File: src/rtl/mtc_rx_pkg.sv
// Shared types and helpers for the MTC2SL sector-logic receiver.
// A packet word is MTC2SL_LEN bits wide; its MSB marks the slot as carrying a packet.
package mtc_rx_pkg;

  localparam int MTC2SL_LEN    = 32;
  localparam int MTC_PKT_LEN   = MTC2SL_LEN - 1;
  localparam int MTC_VALID_BIT = MTC2SL_LEN - 1;
  localparam int MAX_SLOTS     = 32;

  typedef logic [MTC_PKT_LEN-1:0] mtc_pkt_t;

  // Number of set bits in a slot-valid vector (callers zero-extend to MAX_SLOTS).
  function automatic logic [5:0] popcount(input logic [MAX_SLOTS-1:0] vec);
    logic [5:0] cnt;
    cnt = 6'd0;
    for (int i = 0; i < MAX_SLOTS; i++) begin
      cnt = cnt + {5'd0, vec[i]};
    end
    return cnt;
  endfunction

endpackage

File: src/rtl/mtc_rx_fifo.sv
// N-write / 1-read packet FIFO: packs valid write slots into consecutive entries,
// limits writes to the free space of the cycle, and presents the head first-word-fall-through.
module mtc_rx_fifo
  import mtc_rx_pkg::*;
#(
  parameter int N_WR  = 3,
  parameter int DEPTH = 16
) (
  input  logic                       clk,
  input  logic                       rst,
  input  logic                       srst,
  input  logic [N_WR-1:0]            wr_valid,
  input  mtc_pkt_t [N_WR-1:0]        wr_data,
  output logic [$clog2(DEPTH):0]     wr_count,
  output mtc_pkt_t                   rd_data,
  output logic                       rd_valid,
  input  logic                       rd_ready,
  output logic [$clog2(DEPTH):0]     count
);

  localparam int PTR_W = $clog2(DEPTH);
  localparam int CW    = PTR_W + 1;

  mtc_pkt_t                    mem_r [DEPTH];
  logic [PTR_W-1:0]            wr_ptr_r;
  logic [PTR_W-1:0]            rd_ptr_r;
  logic [CW-1:0]               count_r;
  logic                        pop_s;
  logic [CW-1:0]               free_s;
  logic [CW-1:0]               wr_count_s;
  logic [N_WR-1:0]             wen_s;
  logic [N_WR-1:0][PTR_W-1:0]  waddr_s;

  assign rd_valid = (count_r != {CW{1'b0}});
  assign rd_data  = rd_valid ? mem_r[rd_ptr_r] : {MTC_PKT_LEN{1'b0}};
  assign pop_s    = rd_valid & rd_ready;
  // A pop in the same cycle frees its entry for this cycle's writes.
  assign free_s   = CW'(DEPTH) - count_r + {{(CW-1){1'b0}}, pop_s};
  assign wr_count = wr_count_s;
  assign count    = count_r;

  // Rank valid slots in index order; ranks at or beyond the free space are dropped.
  always_comb begin
    logic [CW-1:0] rank_v;
    rank_v  = {CW{1'b0}};
    wen_s   = {N_WR{1'b0}};
    waddr_s = {(N_WR*PTR_W){1'b0}};
    for (int i = 0; i < N_WR; i++) begin
      waddr_s[i] = wr_ptr_r + rank_v[PTR_W-1:0];
      if (wr_valid[i] && (rank_v < free_s)) begin
        wen_s[i] = 1'b1;
        rank_v   = rank_v + {{(CW-1){1'b0}}, 1'b1};
      end else begin
        wen_s[i] = 1'b0;
      end
    end
    wr_count_s = rank_v;
  end

  // Storage array; contents past the read pointer are never observed, so no reset.
  always_ff @(posedge clk) begin
    for (int i = 0; i < N_WR; i++) begin
      if (wen_s[i]) begin
        mem_r[waddr_s[i]] <= wr_data[i];
      end
    end
  end

  // Pointers and occupancy; pointers wrap naturally, full/empty come from count_r.
  always_ff @(posedge clk or negedge rst) begin
    if (!rst) begin
      wr_ptr_r <= {PTR_W{1'b0}};
      rd_ptr_r <= {PTR_W{1'b0}};
      count_r  <= {CW{1'b0}};
    end else if (srst) begin
      wr_ptr_r <= {PTR_W{1'b0}};
      rd_ptr_r <= {PTR_W{1'b0}};
      count_r  <= {CW{1'b0}};
    end else begin
      wr_ptr_r <= wr_ptr_r + wr_count_s[PTR_W-1:0];
      rd_ptr_r <= rd_ptr_r + {{(PTR_W-1){1'b0}}, pop_s};
      count_r  <= count_r + wr_count_s - {{(CW-1){1'b0}}, pop_s};
    end
  end

endmodule

File: src/rtl/mtc_sl_receiver.sv
// Sector-logic receiver for MTC2SL packets: buffers up to n_PRIMARY_MTC packets per clk and
// streams them out one per cycle. Define MTC_RX_STATS_EN to add in/out/peak statistics ports.
module mtc_sl_receiver
  import mtc_rx_pkg::*;
#(
  parameter int n_PRIMARY_MTC = 3,
  parameter int FIFO_DEPTH    = 16,
  parameter int CNT_WIDTH     = 16
) (
  input  logic                                     clk,
  input  logic                                     rst,
  input  logic                                     srst,
  input  logic [n_PRIMARY_MTC-1:0][MTC2SL_LEN-1:0] mtc,
  output logic [MTC_PKT_LEN-1:0]                   pkt_o,
  output logic                                     pkt_valid_o,
  input  logic                                     pkt_ready_i,
  output logic [$clog2(FIFO_DEPTH):0]              fifo_count_o,
  output logic                                     overflow_o,
  output logic [CNT_WIDTH-1:0]                     drop_count_o
`ifdef MTC_RX_STATS_EN
  ,
  output logic [CNT_WIDTH-1:0]                     pkt_in_count_o,
  output logic [CNT_WIDTH-1:0]                     pkt_out_count_o,
  output logic [$clog2(FIFO_DEPTH):0]              peak_count_o
`endif
);

  localparam int CW    = $clog2(FIFO_DEPTH) + 1;
  localparam int SUM_W = ((CNT_WIDTH > CW) ? CNT_WIDTH : CW) + 1;

  logic [n_PRIMARY_MTC-1:0]    valid_s;
  mtc_pkt_t [n_PRIMARY_MTC-1:0] data_s;
  logic [CW-1:0]               nvalid_s;
  logic [CW-1:0]               wr_count_s;
  logic [CW-1:0]               drop_s;
  logic [CW-1:0]               count_s;
  logic                        overflow_r;
  logic [CNT_WIDTH-1:0]        drop_cnt_r;

  function automatic logic [CNT_WIDTH-1:0] sat_add(input logic [CNT_WIDTH-1:0] acc,
                                                   input logic [CW-1:0]        inc);
    logic [SUM_W-1:0] sum;
    sum = SUM_W'(acc) + SUM_W'(inc);
    if (sum > SUM_W'({CNT_WIDTH{1'b1}})) begin
      return {CNT_WIDTH{1'b1}};
    end else begin
      return sum[CNT_WIDTH-1:0];
    end
  endfunction

  // Split each slot into its valid flag and payload.
  always_comb begin
    for (int i = 0; i < n_PRIMARY_MTC; i++) begin
      valid_s[i] = mtc[i][MTC_VALID_BIT];
      data_s[i]  = mtc[i][MTC_PKT_LEN-1:0];
    end
  end

  assign nvalid_s = CW'(popcount(MAX_SLOTS'(valid_s)));
  assign drop_s   = nvalid_s - wr_count_s;

  mtc_rx_fifo #(
    .N_WR  (n_PRIMARY_MTC),
    .DEPTH (FIFO_DEPTH)
  ) u_fifo (
    .clk      (clk),
    .rst      (rst),
    .srst     (srst),
    .wr_valid (valid_s),
    .wr_data  (data_s),
    .wr_count (wr_count_s),
    .rd_data  (pkt_o),
    .rd_valid (pkt_valid_o),
    .rd_ready (pkt_ready_i),
    .count    (count_s)
  );

  assign fifo_count_o = count_s;
  assign overflow_o   = overflow_r;
  assign drop_count_o = drop_cnt_r;

  // Drop accounting: saturating counter plus a flag that sticks until reset.
  always_ff @(posedge clk or negedge rst) begin
    if (!rst) begin
      overflow_r <= 1'b0;
      drop_cnt_r <= {CNT_WIDTH{1'b0}};
    end else if (srst) begin
      overflow_r <= 1'b0;
      drop_cnt_r <= {CNT_WIDTH{1'b0}};
    end else begin
      overflow_r <= overflow_r | (drop_s != {CW{1'b0}});
      drop_cnt_r <= sat_add(drop_cnt_r, drop_s);
    end
  end

`ifdef MTC_RX_STATS_EN
  logic                 pop_s;
  logic [CW-1:0]        count_next_s;
  logic [CNT_WIDTH-1:0] in_cnt_r;
  logic [CNT_WIDTH-1:0] out_cnt_r;
  logic [CW-1:0]        peak_r;

  assign pop_s        = pkt_valid_o & pkt_ready_i;
  // Peak tracks the next occupancy so it lines up with fifo_count_o.
  assign count_next_s = count_s + wr_count_s - {{(CW-1){1'b0}}, pop_s};

  // Throughput statistics and high-water mark.
  always_ff @(posedge clk or negedge rst) begin
    if (!rst) begin
      in_cnt_r  <= {CNT_WIDTH{1'b0}};
      out_cnt_r <= {CNT_WIDTH{1'b0}};
      peak_r    <= {CW{1'b0}};
    end else if (srst) begin
      in_cnt_r  <= {CNT_WIDTH{1'b0}};
      out_cnt_r <= {CNT_WIDTH{1'b0}};
      peak_r    <= {CW{1'b0}};
    end else begin
      in_cnt_r  <= sat_add(in_cnt_r, wr_count_s);
      out_cnt_r <= sat_add(out_cnt_r, {{(CW-1){1'b0}}, pop_s});
      peak_r    <= (count_next_s > peak_r) ? count_next_s : peak_r;
    end
  end

  assign pkt_in_count_o  = in_cnt_r;
  assign pkt_out_count_o = out_cnt_r;
  assign peak_count_o    = peak_r;
`endif

endmodule

File: config.mk
export PLATFORM = sky130hd
export DESIGN_NAME = mtc_sl_receiver
export DESIGN_NICKNAME = d
export VERILOG_FILES = /design/src/rtl/mtc_rx_pkg.sv /design/src/rtl/mtc_rx_fifo.sv /design/src/rtl/mtc_sl_receiver.sv
export SDC_FILE = /design/constraint.sdc
export NUM_CORES = 1
export LEC_CHECK = 0
export CAP_MARGIN = 20
export CORE_MARGIN = 3
export CORE_UTILIZATION = 30
export CTS_BUF_LIST = sky130_fd_sc_hd__clkbuf_4 sky130_fd_sc_hd__clkbuf_8
export DETAILED_ROUTE_END_ITERATION = 12
export DONT_BUFFER_PORTS = 1
export PLACE_DENSITY_LB_ADDON = 0.1
export SYNTH_ARGS = -nofsm -noshare
export SYNTH_HDL_FRONTEND = slang
export SYNTH_SLANG_ARGS = --single-unit
export TNS_END_PERCENT = 100
File: constraint.sdc
create_clock -name clk -period 18.3 [get_ports clk]
set_input_delay 5.49 -clock clk [delete_from_list [all_inputs] [get_ports clk]]
set_output_delay 5.49 -clock clk [all_outputs]
set_load 0.05 [all_outputs]
==> flow_summary_export.csv <==
group,metric,value,unit
clock_tree,path_clk_slew,0.05,ns
hold_path,hold_class,"reg2reg",
floorplanning,ios,154,
timing,hold_viol,0,
critical_path,worstPathMaxFanout,25,
run_status,status,"completed",
placed_design,pre_cts_slack,5.874,ns
hold_path,hold_start,"u_fifo.wr_ptr_r[0]",
timing,setup_tns,0,ns
clock_tree,cts_setup_buffers,0,
critical_path,end_kind,"register",
synth,async_reset_ff_frac,0.05703,
hold_path,hold_end,"u_fifo.wr_ptr_r[0]",
placed_design,dp.cells,3677,
synth,yosys-top-cells-area,"edfxtp_1, mux2_2, mux4_2",
timing,finalSetupViolCount,0,
clock_tree,cts_tree,"built",
global_route,grt_pass1_wl,199700,µm
cells_and_area,fillers,10664,
timing,rsz0062_at_grt,"no",
placed_design,placed_cell_area,34710,µm²
timing,fin_ws,6.616,ns
detailed_routing,drcViolationCount,0,
timing,achievable-frequency,85.59,MHz
placed_design,place_congestion,0.7961,
detailed_routing,viasPerCell,6.078,
critical_path,startpoint_type,"input pin",
cells_and_area,regArea,15660,µm²
clock_tree,clock-root-buffer,"clkbuf_8",
synth,synth_top_area_share,0.4479,
clock_tree,htreeDepth,3,
global_route,antenna_found_initial,3,
power_and_ir_drop,power.leakage,11.99,nW
placed_design,portBuffers,0,
detailed_routing,drtIter0Drc,2088,
synth,yosys_warnings,0,
placed_design,dp_hpwl,82060,µm
timing,tightest_slew,1.128,ns
cells_and_area,design_area,36840,µm²
floorplanning,die_h,338.9,µm
floorplanning,start_util,0.3038,
global_route,grt_pass1_vias,24403,
floorplanning,core,109500,µm²
critical_path,worstPathRequired,18.90,ns
clock_tree,cts.sinks,526,
global_route,globalRouteOverflowTotal,0,
cells_and_area,multi_input_area,16360,µm²
synth,syn_inst,2425,
synth,synth_edf_count,496,
clock_tree,clk_path_buf_depth,3,
critical_path,ff2ff_path_depth,31,
timing,finalCritPeriodShare,0.6385,
synth,synth-seq-cells,526,
global_route,grt_max_degree,65,
floorplanning,die_w,338.9,µm
timing,drv_slew,0,
timing,max-slew-margin-rel,0.2478,
synth,seq_area_frac_synth,0.4705,
synth,synthesis.nets,2559,
job,drv_cap,0,
clock_tree,hold_buffers,0,
critical_path,path_class,"in2reg",
synth,synth_area_leader_cell,"edfxtp_1",
synth,syn_area_per_cell,13.71,µm²
detailed_routing,firstDrtPassIters,7,
critical_path,rrSetupSlack,9.26,ns
floorplanning,rows,121,
detailed_routing,vias,23590,
hold_path,hold_depth,2,
critical_path,cp_data_arrival_time,12.28,ns
timing,finClkSkew,0.02525,ns
clock_tree,cts_resized,0,
synth,ys.flop_type,"edfxtp_1",
cells_and_area,area.growth.synth_to_final,10.78,%
detailed_routing,drt_wl_total,143000,µm
global_route,grt_use_total,0.2437,
cells_and_area,final_cells,3881,
floorplanning,die_area,114900,µm²
synth,yosysUniqueCellTypes,53,
cells_and_area,nets,2447,
cells_and_area,drive_above_1_share,0.4015,
clock_tree,clock_latency,0.77,ns
power_and_ir_drop,irDropWorstVdd,0.08462,mV
synth,syn_area,33250,µm²
critical_path,reg2reg_from,"u_fifo.count[2]",
clock_tree,cts_made_buffers,108,
critical_path,r2r_end,"drop_count_o[13]",
detailed_routing,drt.antenna.violating_nets,0,
power_and_ir_drop,power-per-cell-area,155.0,nW/µm²
detailed_routing,routedWlPerCell,36.84,µm
timing,post-route-min-period,11.68,ns
## how the worst max path moves through the flow
stage | cells past startpoint | slack [ns] | start | to
2_1_floorplan | 30 | 6.86 | pkt_ready_i | drop_count_o[13]
3_3_place_gp | 26 | 5.99 | pkt_ready_i | drop_count_o[13]
3_5_place_dp | 26 | 5.87 | pkt_ready_i | drop_count_o[13]
4_1_cts | 26 | 6.73 | pkt_ready_i | drop_count_o[13]
5_1_grt | 26 | 6.13 | pkt_ready_i | drop_count_o[13]
6_report | 26 | 6.62 | pkt_ready_i | drop_count_o[13]
## logic make-up (layout without fill, tap and decap cells)
kind of cell | Yosys count | in the layout | share of synthesized area
DFF | 526 | 526 | 0.4705
and+or+nand+nor | 305 | 305 | 0.04895
xor gates and xnor gates | 25 | 25 | 0.006585
other | 0 | 4 | 0
buffers and inverters | 339 | 315 | 0.04387
adders and majority gates | 34 | 34 | 0.01392
muxes | 652 | 652 | 0.2766
AOI/OAI and AO/OA | 544 | 544 | 0.1396
## area by class of cell
class	count	share of cell area
multi-input combinational	1560	0.4442
sequential	526	0.4250
tap	1476	0.05013
clock buffer	150	0.04959
timing repair buffer	92	0.02119
clock inverter	48	0.007065
inverter	25	0.002547
antenna	4	0.0002717
## power breakdown
group,internal (W),leakage (nW),switching [W]
sequential,0.00172,4.92,0.000145
combinational,0.000934,5.97,0.00167
clock,0.000657,1.10,0.000581
total,0.00331,12.0,0.00240
## registers in the layout, summed over array words and instances, names as in the netlist
name             count
u_fifo.mem_r       496
overflow_o           1
u_fifo.wr_ptr_r      4
u_fifo.rd_ptr_r      4
drop_count_o        16
u_fifo.count         5
## worst max-delay path, stage by stage
cell	delay, ns
nand2_1	0.05
ha_1	0.23
inv_1	0.06
ha_1	0.15
nor3b_1	0.05
a31oi_1	0.43
or4_1	0.92
nand2_1	0.18
ha_1	0.39
nor2_1	0.15
nor2_1	0.05
o31ai_1	0.37
o31ai_4	0.12
buf_4	0.26
xnor2_1	0.33
ha_1	0.31
fa_1	0.35
inv_1	0.11
fa_1	0.46
fa_1	0.43
a21o_1	0.19
a21oi_1	0.27
o21bai_1	0.22
nand2_1	0.35
nor3b_1	0.24
a211oi_1	0.10
## placed cells by master, fill, tap and decap left out, types with 14 or more instances in the layout
master,synthesis,routed
mux4_2,155,155
mux2_2,468,468
a22o_1,136,136
nand3_1,56,44
mux2_4,29,29
xnor2_1,14,14
and2_1,32,32
ha_1,29,28
o2bb2ai_1,360,360
clkbuf_4,0,38
buf_4,1,84
inv_1,25,24
nand4_1,14,14
clkbuf_8,0,112
a21oi_1,22,22
nor2_1,56,56
edfxtp_1,496,496
dfrtp_1,30,26
clkinv_1,0,29
nand2_1,55,55
nand3b_1,16,16
## cells in the mapped netlist (all sizes together) (9+ instances only)
| library cell | count |
|---|---|
| dfrtp | 30 |
| xor2 | 11 |
| nor2b | 10 |
| inv | 25 |
| a21oi | 22 |
| mux4 | 155 |
| and2 | 32 |
| xnor2 | 14 |
| or3 | 9 |
| ha | 29 |
| mux2 | 497 |
| edfxtp | 496 |
| nand4 | 14 |
| nand2 | 55 |
| nor3 | 28 |
| nor2 | 56 |
| nand3 | 56 |
| nand3b | 16 |
| a22o | 136 |
| clkbuf | 154 |
| o2bb2ai | 360 |
| buf | 160 |
## through the flow
stage | hold slack (ns) | util | power [W]
2_1_floorplan | 0.5833 | - | 0.003625
3_3_place_gp | 0.7273 | 0.3159 | 0.004446
3_5_place_dp | 0.7264 | 0.3171 | 0.004486
4_1_cts | 0.7494 | 0.3361 | 0.005744
5_1_grt | 0.7893 | 0.3365 | 0.005947
6_report | 0.7389 | 0.3365 | 0.005709
## metal layers
layer,track usage,vias to the layer above,share of wire
met5,0,-,0
met4,0.07583,0,0.032
met3,0.05033,259,0.068
met2,0.4035,1020,0.48
met1,0.3195,12683,0.42
li1,-,9628,-
Note: power is estimated with default switching activity, not from simulation.
